**src/rtl/alarm_pkg.sv**
```systemverilog
// -----------------------------------------------------------------------------
// alarm_pkg
// Shared definitions for the alarm controller slice.
//   state_t          : 2-bit controller state encoding
//                      (DISARMED=0, ARMED=1, ENTRY=2, ALARM=3)
//   DEF_*            : default parameter values for the controller
//   timer_width()    : width of the shared entry/siren down counter
// Optional feature macro used by the slice: ALARM_PANIC_EN (adds a panic input).
// -----------------------------------------------------------------------------
package alarm_pkg;

  typedef enum logic [1:0] {
    ST_DISARMED = 2'd0,
    ST_ARMED    = 2'd1,
    ST_ENTRY    = 2'd2,
    ST_ALARM    = 2'd3
  } state_t;

  localparam int DEF_DELAY_CYCLES = 4;
  localparam int DEF_SIREN_CYCLES = 6;
  localparam int DEF_CNT_W        = 8;

  // One extra bit over the longest load value keeps the counter comfortably
  // wide enough for either phase.
  function automatic int timer_width(input int delay_cycles, input int siren_cycles);
    int longest;
    longest = (delay_cycles > siren_cycles) ? delay_cycles : siren_cycles;
    return $clog2(longest) + 1;
  endfunction

endpackage

```
**src/rtl/alarm_timer.sv**
```systemverilog
// -----------------------------------------------------------------------------
// alarm_timer
// Loadable unsigned down counter shared by the entry-delay and siren phases.
// The count stops at zero (never wraps); load has priority over decrement.
// Ports:
//   clk      in   1  system clock, rising edge
//   reset    in   1  asynchronous, active-high; clears the count to 0
//   load     in   1  load load_val on the next edge
//   load_val in   W  value to load
//   en       in   1  decrement on the next edge when the count is non-zero
//   zero     out  1  count is 0
// -----------------------------------------------------------------------------
module alarm_timer #(
  parameter int W = 4
) (
  input  logic         clk,
  input  logic         reset,
  input  logic         load,
  input  logic [W-1:0] load_val,
  input  logic         en,
  output logic         zero
);

  logic [W-1:0] count;

  always_ff @(posedge clk or posedge reset) begin
    if (reset) begin
      count <= '0;
    end else if (load) begin
      count <= load_val;
    end else if (en && (count != '0)) begin
      count <= count - 1'b1;
    end
  end

  assign zero = (count == '0);

endmodule

```
**src/rtl/alarm_controller.sv**
```systemverilog
// -----------------------------------------------------------------------------
// alarm_controller
// Sequential alarm controller downstream of the combinational sensor logic.
// Handles arm/disarm, an entry delay, a time-limited siren and a saturating
// count of alarm events. All outputs are Moore, decoded from the registered
// state, so no input reaches an output combinationally.
//
// Optional feature: `define ALARM_PANIC_EN adds a panic input that forces
// ALARM from DISARMED/ARMED/ENTRY (disarm still wins; ignored in ALARM).
//
// Ports:
//   clk        in   1      system clock, rising edge
//   reset      in   1      asynchronous, active-high reset
//   arm        in   1      request arming (level)
//   disarm     in   1      request disarming (level), highest priority
//   trig       in   1      sensor alarm-logic output, synchronous to clk
//   panic      in   1      (ALARM_PANIC_EN only) immediate alarm request
//   armed      out  1      state is not DISARMED
//   pending    out  1      entry delay running
//   siren      out  1      siren on
//   alarm_cnt  out  CNT_W  number of ALARM entries, saturating
//   state      out  2      debug view of the FSM state register
//
// Handshake note: there is no valid/ready handshake here; every input is a
// level sampled on each rising edge and every output is valid every cycle.
// -----------------------------------------------------------------------------
module alarm_controller
  import alarm_pkg::*;
#(
  parameter int DELAY_CYCLES = DEF_DELAY_CYCLES,
  parameter int SIREN_CYCLES = DEF_SIREN_CYCLES,
  parameter int CNT_W        = DEF_CNT_W
) (
  input  logic             clk,
  input  logic             reset,
  input  logic             arm,
  input  logic             disarm,
  input  logic             trig,
`ifdef ALARM_PANIC_EN
  input  logic             panic,
`endif
  output logic             armed,
  output logic             pending,
  output logic             siren,
  output logic [CNT_W-1:0] alarm_cnt,
  output logic [1:0]       state
);

  localparam int TIMER_W = timer_width(DELAY_CYCLES, SIREN_CYCLES);

  // The timer is loaded with length-1 because the loading edge itself is
  // the first cycle of the phase; the phase ends on the edge seeing zero.
  localparam logic [TIMER_W-1:0] DELAY_LOAD = TIMER_W'(DELAY_CYCLES - 1);
  localparam logic [TIMER_W-1:0] SIREN_LOAD = TIMER_W'(SIREN_CYCLES - 1);

  state_t             state_q;
  state_t             state_d;
  logic               tmr_load;
  logic [TIMER_W-1:0] tmr_val;
  logic               tmr_en;
  logic               tmr_zero;
  logic               cnt_inc;
  logic [CNT_W-1:0]   cnt_q;

  alarm_timer #(
    .W (TIMER_W)
  ) u_timer (
    .clk      (clk),
    .reset    (reset),
    .load     (tmr_load),
    .load_val (tmr_val),
    .en       (tmr_en),
    .zero     (tmr_zero)
  );

  // ---------------------------------------------------------------------------
  // State register
  // ---------------------------------------------------------------------------
  always_ff @(posedge clk or posedge reset) begin
    if (reset) begin
      state_q <= ST_DISARMED;
    end else begin
      state_q <= state_d;
    end
  end

  // ---------------------------------------------------------------------------
  // Next-state, timer control and counter increment
  // ---------------------------------------------------------------------------
  always_comb begin
    state_d  = state_q;
    tmr_load = 1'b0;
    tmr_val  = '0;
    tmr_en   = 1'b0;
    cnt_inc  = 1'b0;

    if (disarm) begin
      // Disarm wins over everything; clearing the timer here keeps it at 0
      // for the whole DISARMED stay.
      state_d  = ST_DISARMED;
      tmr_load = 1'b1;
      tmr_val  = '0;
    end
`ifdef ALARM_PANIC_EN
    else if (panic && (state_q != ST_ALARM)) begin
      state_d  = ST_ALARM;
      tmr_load = 1'b1;
      tmr_val  = SIREN_LOAD;
      cnt_inc  = 1'b1;
    end
`endif
    else begin
      case (state_q)
        ST_DISARMED: begin
          if (arm) begin
            state_d = ST_ARMED;
          end
        end

        ST_ARMED: begin
          if (trig) begin
            state_d  = ST_ENTRY;
            tmr_load = 1'b1;
            tmr_val  = DELAY_LOAD;
          end
        end

        ST_ENTRY: begin
          // trig is deliberately ignored so the delay is never restarted.
          if (tmr_zero) begin
            state_d  = ST_ALARM;
            tmr_load = 1'b1;
            tmr_val  = SIREN_LOAD;
            cnt_inc  = 1'b1;
          end else begin
            tmr_en = 1'b1;
          end
        end

        ST_ALARM: begin
          // Auto re-arm; a trig still held high re-enters ENTRY next edge.
          if (tmr_zero) begin
            state_d = ST_ARMED;
          end else begin
            tmr_en = 1'b1;
          end
        end

        default: begin
          state_d = ST_DISARMED;
        end
      endcase
    end
  end

  // ---------------------------------------------------------------------------
  // Moore outputs
  // ---------------------------------------------------------------------------
  always_comb begin
    armed   = (state_q != ST_DISARMED);
    pending = (state_q == ST_ENTRY);
    siren   = (state_q == ST_ALARM);
    state   = state_q;
  end

  // ---------------------------------------------------------------------------
  // Saturating alarm event counter; only reset clears it.
  // ---------------------------------------------------------------------------
  always_ff @(posedge clk or posedge reset) begin
    if (reset) begin
      cnt_q <= '0;
    end else if (cnt_inc && (cnt_q != {CNT_W{1'b1}})) begin
      cnt_q <= cnt_q + 1'b1;
    end
  end

  assign alarm_cnt = cnt_q;

endmodule

```
**config.mk**
```make
export PLATFORM = sky130hd
export DESIGN_NAME = alarm_controller
export DESIGN_NICKNAME = d
export VERILOG_FILES = /design/src/rtl/alarm_pkg.sv /design/src/rtl/alarm_timer.sv /design/src/rtl/alarm_controller.sv
export SDC_FILE = /design/constraint.sdc
export NUM_CORES = 1
export LEC_CHECK = 0
export ABC_CLOCK_PERIOD_IN_PS = 2180
export BUFFER_PORTS_ARGS = -buffer_cell sky130_fd_sc_hd__buf_2
export CORE_MARGIN = 10
export CORE_UTILIZATION = 30
export CTS_CLUSTER_DIAMETER = 120
export DETAILED_ROUTE_END_ITERATION = 7
export GPL_TIMING_DRIVEN = 0
export PLACE_DENSITY = 0.59
export SLEW_MARGIN = 0
export SYNTH_ARGS = -nofsm -noshare
export SYNTH_HDL_FRONTEND = slang
export SYNTH_SLANG_ARGS = --single-unit
export TNS_END_PERCENT = 10
```
**constraint.sdc**
```tcl
create_clock -name clk -period 2.18 [get_ports clk]
set_clock_uncertainty 0.1 [all_clocks]
set_input_delay 0.436 -clock clk [delete_from_list [all_inputs] [get_ports clk]]
set_output_delay 0.436 -clock clk [all_outputs]
set_load 0.02 [all_outputs]
```
### Word-level counts from Yosys, hierarchy flattened

Index checks and enable logic that the tools add are counted.

| cells by class | value |
|---|---|
| add/sub/neg operators | 2 |
| eq/ne operators | 8 |
| multiplexer cells | 21 |
| reduce and logical (&&, ||, !) cells | 9 |

Operator list:

| operator | number |
|---|---|
| two-way mux 2 bit | 6 |
| adder 8 x 1 -> 8 bit, second input constant | 1 |
| two-way mux 1 bit | 8 |
| two-way mux 4 bit | 2 |
| inequality test 8 bit, second input constant | 1 |
| case mux 2 bit (4 select lines) | 1 |
| two-way mux 3 bit | 2 |
| inequality test 3 x 2 -> 1 bit, second input constant | 2 |
| inequality test 3 bit, second input constant | 2 |
| case mux 3 bit (2 select lines) | 1 |
| == test 2 bit, second input constant | 2 |
| zero test 4 bit | 1 |
| AND reduction 4 bit | 1 |
| nonzero test 2 bit | 2 |
| nonzero test 4 bit | 1 |
| subtractor 4 x 1 -> 4 bit, second input constant | 1 |
| == test 2 x 1 -> 1 bit, second input constant | 1 |
| logical AND 1 bit | 2 |
| zero test 2 bit | 1 |
| case mux 1 bit (2 select lines) | 1 |
| OR reduction 2 bit | 1 |

| word-level totals | value |
|---|---|
| bits in registers | 14 |
| input port bits | 5 |
| output and inout port bits | 13 |

### Depth between registers and ports, before layout

| logic depth | value |
|---|---|
| word-level depth | 7 |
| gate-level depth with buffers | 6 |
| mapped depth without buffers | 6 |

### Modules after synthesis

Synthesis repeated with hierarchy kept, for this count alone.

| unflattened totals | value |
|---|---|
| cell total of the unflattened synthesis | 95 |
| area total of the unflattened synthesis | 884.6 sq um |

By module, submodules not included:

| module | times used | cells an instance | area an instance (sq um) | seq. area each (sq um) |
|---|---|---|---|---|
| alarm_controller | 1 | 67 | 623.1 | 250.2 |
| alarm_timer | 1 | 28 | 261.5 | 100.1 |

### Least setup slack after synthesis

No wires, ideal clock.

| timing | value |
|---|---|
| kind | reg2reg |
| from | register state_q[0] (netlist: state[0]) |
| to | register cnt_q[5] (netlist: alarm_cnt[5]) |
| arrival | 1723 ps |
| required time | 1950 ps |
| setup slack | 227 ps |
| cell stages (with the launch flop) | 7 |
| buffers on the path | 0 |
| period minus slack after synthesis | 1953 ps |
| cells stage by stage | dfrtp_1 -> inv_1 -> ha_1 -> nand4bb_4 -> a2111oi_4 -> nand3_2 -> xnor2_1 |

| between the ends | value |
|---|---|
| word-level cells in the longest chain between the ends | 4 |

Ends and longest elaborated chain:

| element | line | source |
|---|---|---|
| start, declared | alarm_controller.sv:56 | `state_t state_q;` |
| start signal, assigned | alarm_controller.sv:83 | `state_q <= state_d;` |
| == test 2 bit | n/a |  |
| via pending | alarm_controller.sv:43 | `output logic pending,` |
| two-way mux 1 bit | alarm_controller.sv:113 | `case (state_q)` |
| two-way mux 1 bit | alarm_controller.sv:97 | `if (disarm) begin` |
| logical AND 1 bit | alarm_controller.sv:172 | `end else if (cnt_inc && (cnt_q != {CNT_W{1'b1}})) begin` |
| end signal, assigned | alarm_controller.sv:173 | `cnt_q <= cnt_q + 1'b1;` |
| end, declared | alarm_controller.sv:63 | `logic [CNT_W-1:0] cnt_q;` |

The timed path passes the listed nets, and every way through them passes these cells.
A chain may end at the register's enable or synchronous reset.

### Worst setup path in the final report

| timing | value |
|---|---|
| from | register state_q[0] (netlist: state[0]) |
| to | register cnt_q[7] (netlist: alarm_cnt[7]) |

| between the ends | value |
|---|---|
| word-level cells in the longest chain between the ends | 4 |

Ends and longest elaborated chain:

| element | line |
|---|---|
| == test 2 bit | alarm_controller.sv:113 |
| two-way mux 1 bit | alarm_controller.sv:113 |
| two-way mux 1 bit | alarm_controller.sv:97 |
| logical AND 1 bit | alarm_controller.sv:172 |

No other way between the ends.

==> run summary <==
The worst hold path belongs to the class primary input to asynchronous set/reset pin. Setup repair after global routing left no endpoint under its margin. In this run the worst path has a maximum fanout of 5.

Net count after synthesis: 89. The fraction of layout instances using a drive strength above 1 works out to 30.3%. From synthesis to final layout, the design area changed by 18.5%.

The vertical extent of the die works out to 73.7 um. STA puts the critical path data arrival time at 1.93 ns. The reg-to-reg critical path endpoint is alarm_cnt[7].

TritonCTS built the clock tree. The logs give 2760 um2 for the area of the core region and 0 for the final hold violation count. The logs give 18 for the I/O pin count and 726 for the number of global-route vias before repair.

The tools report the residual DRC count as 0. IR analysis of the VDD net gives a maximum drop of 0.671 mV. The share of the clock period used by the worst path was 85.5%; the required time at the worst-slack endpoint was 2.25 ns. The depth of the worst register-to-register path was 6. The count of flip-flops with a built-in enable after synthesis is 0. Summed over all failing endpoints, the final setup total negative slack is 0 ns.

The biggest area contributor in the post-synthesis netlist is dfrtp_1. The run gives 14 as the number of clock sinks seen by CTS. The logs give 5430 um2 for the die footprint and 0.317 ns for the post-route worst setup slack. The synthesis-stage register bit count came out at 14. In this run the power density over the cells is 1360 nW/um2. The floorplan has 19 rows. The root buffer selected by CTS was clkbuf_4. Derived from the worst setup path, the maximum achievable clock frequency is 537 MHz. Overall power consumption after layout is estimated at 1.39 mW. Yosys printed 0 warnings.

The worst pin sits at a relative slew slack of 64.6%. The flow ran to the end, and the final reports show no timing, DRC or antenna violations. 0 antenna diodes ended up in the layout.

The number of clock buffers added by TritonCTS is 3. Entering global routing, the biggest net connects 15 pins. Clock latency on the worst-skew pair, taken at its later pin, is 0.28 ns. After synthesis the cells add up to 865 um2. The post-detailed-routing wire length came out at 1.77 mm. The setup check on the worst reg-to-reg path leaves a slack of 0.32 ns. The category of the worst setup path capture point was a flop.

The CTS clock-pin slew for the worst setup and hold paths was 0.08 ns. The setup violation total in the final timing report came out at 0. Detailed placement ended at an HPWL of 1.40 mm.

The critical path in this run is classified as flop to flop. Routability-driven placement finished with a final weighted congestion of 0.762. By area the synthesized netlist is led by dfrtp_1 41%, ha_1 8.7%, xnor2_1 7.1%. Reg-to-reg startpoint: state[0]. Dividing the detail-routed via count by the number of cells gives 5.02. Among all flip-flop cells after synthesis, the most frequent one is dfrtp_1. The floorplan step set the die width to 73.7 um. By count the netlist is led by 14 x dfrtp_1, 8 x inv_1, 7 x xnor2_1, 6 x ha_1.

Input and output buffers added on the ports amount to 17. Synthesis handed over a netlist of 78 instances. The tools report the post-cts repair resize count as 0.

Of all flip-flops after synthesis, the portion carrying an async set or reset was 100%. The transition time at the pin with the least slew margin is 0.530 ns, and the remaining antenna violation count is 0. For this configuration, the core starts out at a cell density of 31.4%. The share of synthesized area in the top cell type comes to 40.5%.

The clock passes through at most 2 buffers. Synthesis instantiated 28 different standard cells from the library. For this design the static power due to leakage is 0.455 nW.

In the final routed layout, each cell accounts on average for 13.6 um. The first global-routing pass estimated 3.24 mm of wire. The per-instance average area after synthesis works out to 11.1 um2. Most frequent cell after synthesis: dfrtp_1. The sequential cell area fraction in the yosys report is 40.5%. The number of antenna violations at the first check in global routing is 0, and the number of slew-limit violations in the final report is 0. The first detailed-routing pass ran for 6 iterations. The tools report the startpoint kind of the worst setup timing path as a flop. The run gives 0 as the count of buffers added by post-CTS timing repair for setup. The post-placement worst setup slack was 0.298 ns; the number of vias in the routed layout was 653. For this run, the total global-route usage over all layers was measured as 7.30%.

The H-tree depth reported by CTS was 1; the number of nets at the end of the flow was 111. The tool flagged a number of max-cap violations equal to 0. The detailed router finished its first iteration with 46 violations. The smallest clock period supported by the final layout is computed as 1.86 ns. Summed over all layers, the global routing overflow is 0.

The number of buffers inserted by hold repair at cts is 0.
[per-stage QoR]
stage	std cells	hold WS, ns	util, %	cell area (um2)
finish	130	0.0808	37.2	1020
global route	130	0.112	37.2	1020
CTS	130	0.0989	37.2	1020
detailed placement	126	0.386	35.8	988
global placement	126	0.375	35.8	988
floorplan	78	0.225	-	865
[logic make-up after synthesis]
group           after synthesis  synth area share, %
fa+ha+maj                     6                 8.68
flops                        14                 40.5
compound gates               13                 13.0
mux                           1                 1.30
buf+inv                       9                 4.05
simple gates                 25                 22.3
xor+xnor                     10                 10.1
[worst max path at each step]
| stage | start | end | slack (ns) | cells past startpoint |
|---|---|---|---|---|
| global placement | state[0] | alarm_cnt[1] | 0.34 | 5 |
| detailed placement | state[0] | alarm_cnt[1] | 0.30 | 5 |
| global route | state[0] | alarm_cnt[7] | 0.15 | 6 |
| CTS | state[0] | alarm_cnt[7] | 0.27 | 6 |
| finish | state[0] | alarm_cnt[7] | 0.32 | 6 |
| floorplan | state[0] | alarm_cnt[5] | 0.23 | 6 |
[worst max-delay path: stages (launching register included)]
cell	delay, ns
dfrtp_1	0.43
inv_1	0.09
ha_1	0.27
nand4bb_4	0.18
a2111oi_4	0.40
nand2_1	0.14
xnor2_1	0.14
[state kept, by name, indices dropped and copies added, names as in the netlist]
register	cells
state	2
alarm_cnt	8
u_timer.count	4
[metal layers]
metal / up-vias / global-route usage, % / share of wire [%]
met5: - / 0 / 0
met4: 0 / 3.73 / 0.68
met3: 2 / 2.56 / 7.5
met2: 18 / 11.0 / 42
met1: 318 / 8.93 / 50
li1: 315 / - / -
[power breakdown]
part	internal [mW]	switching (mW)	leakage (nW)
Clock	0.102	0.0840	0.0210
Sequential	0.346	0.108	0.184
Combinational	0.299	0.453	0.249
Total	0.747	0.645	0.455
[final cells by class]
cell class / instances / area (um2)
fill: 297 / 1730
multi-input combinational: 55 / 479
sequential: 14 / 350
timing repair buffer: 17 / 85.1
tap: 31 / 38.8
clock buffer: 4 / 36.3
inverter: 8 / 30.0
buffer: 1 / 5.00
[layout by cell type, fill, tap and decap left out]
cell       netlist  routed
nand3_2          1       1
nor3_4           1       1
mux2_1           1       1
nor2_1           1       1
nand4_1          2       2
buf_2            1      18
a211oi_4         1       1
a21oi_1          4       4
a2111oi_4        1       1
xor2_1           3       3
nand4bb_4        1       1
clkbuf_4         0       3
nand3_1          3       3
and4_1           1       1
inv_1            8       8
nor3b_2          1       1
nor3_1           4       4
nor4_2           1       1
a211oi_1         1       1
and3_4           1       1
o21ai_0          4       4
and3_1           1       1
clkbuf_8         0       1
o41ai_1          2       2
nand2_1          3       3
ha_1             6       6
nand2b_1         3       3
dfrtp_1         14      14
xnor2_1          7       7
or3_1            1       1
Note: power is estimated with default switching activity, not from simulation.
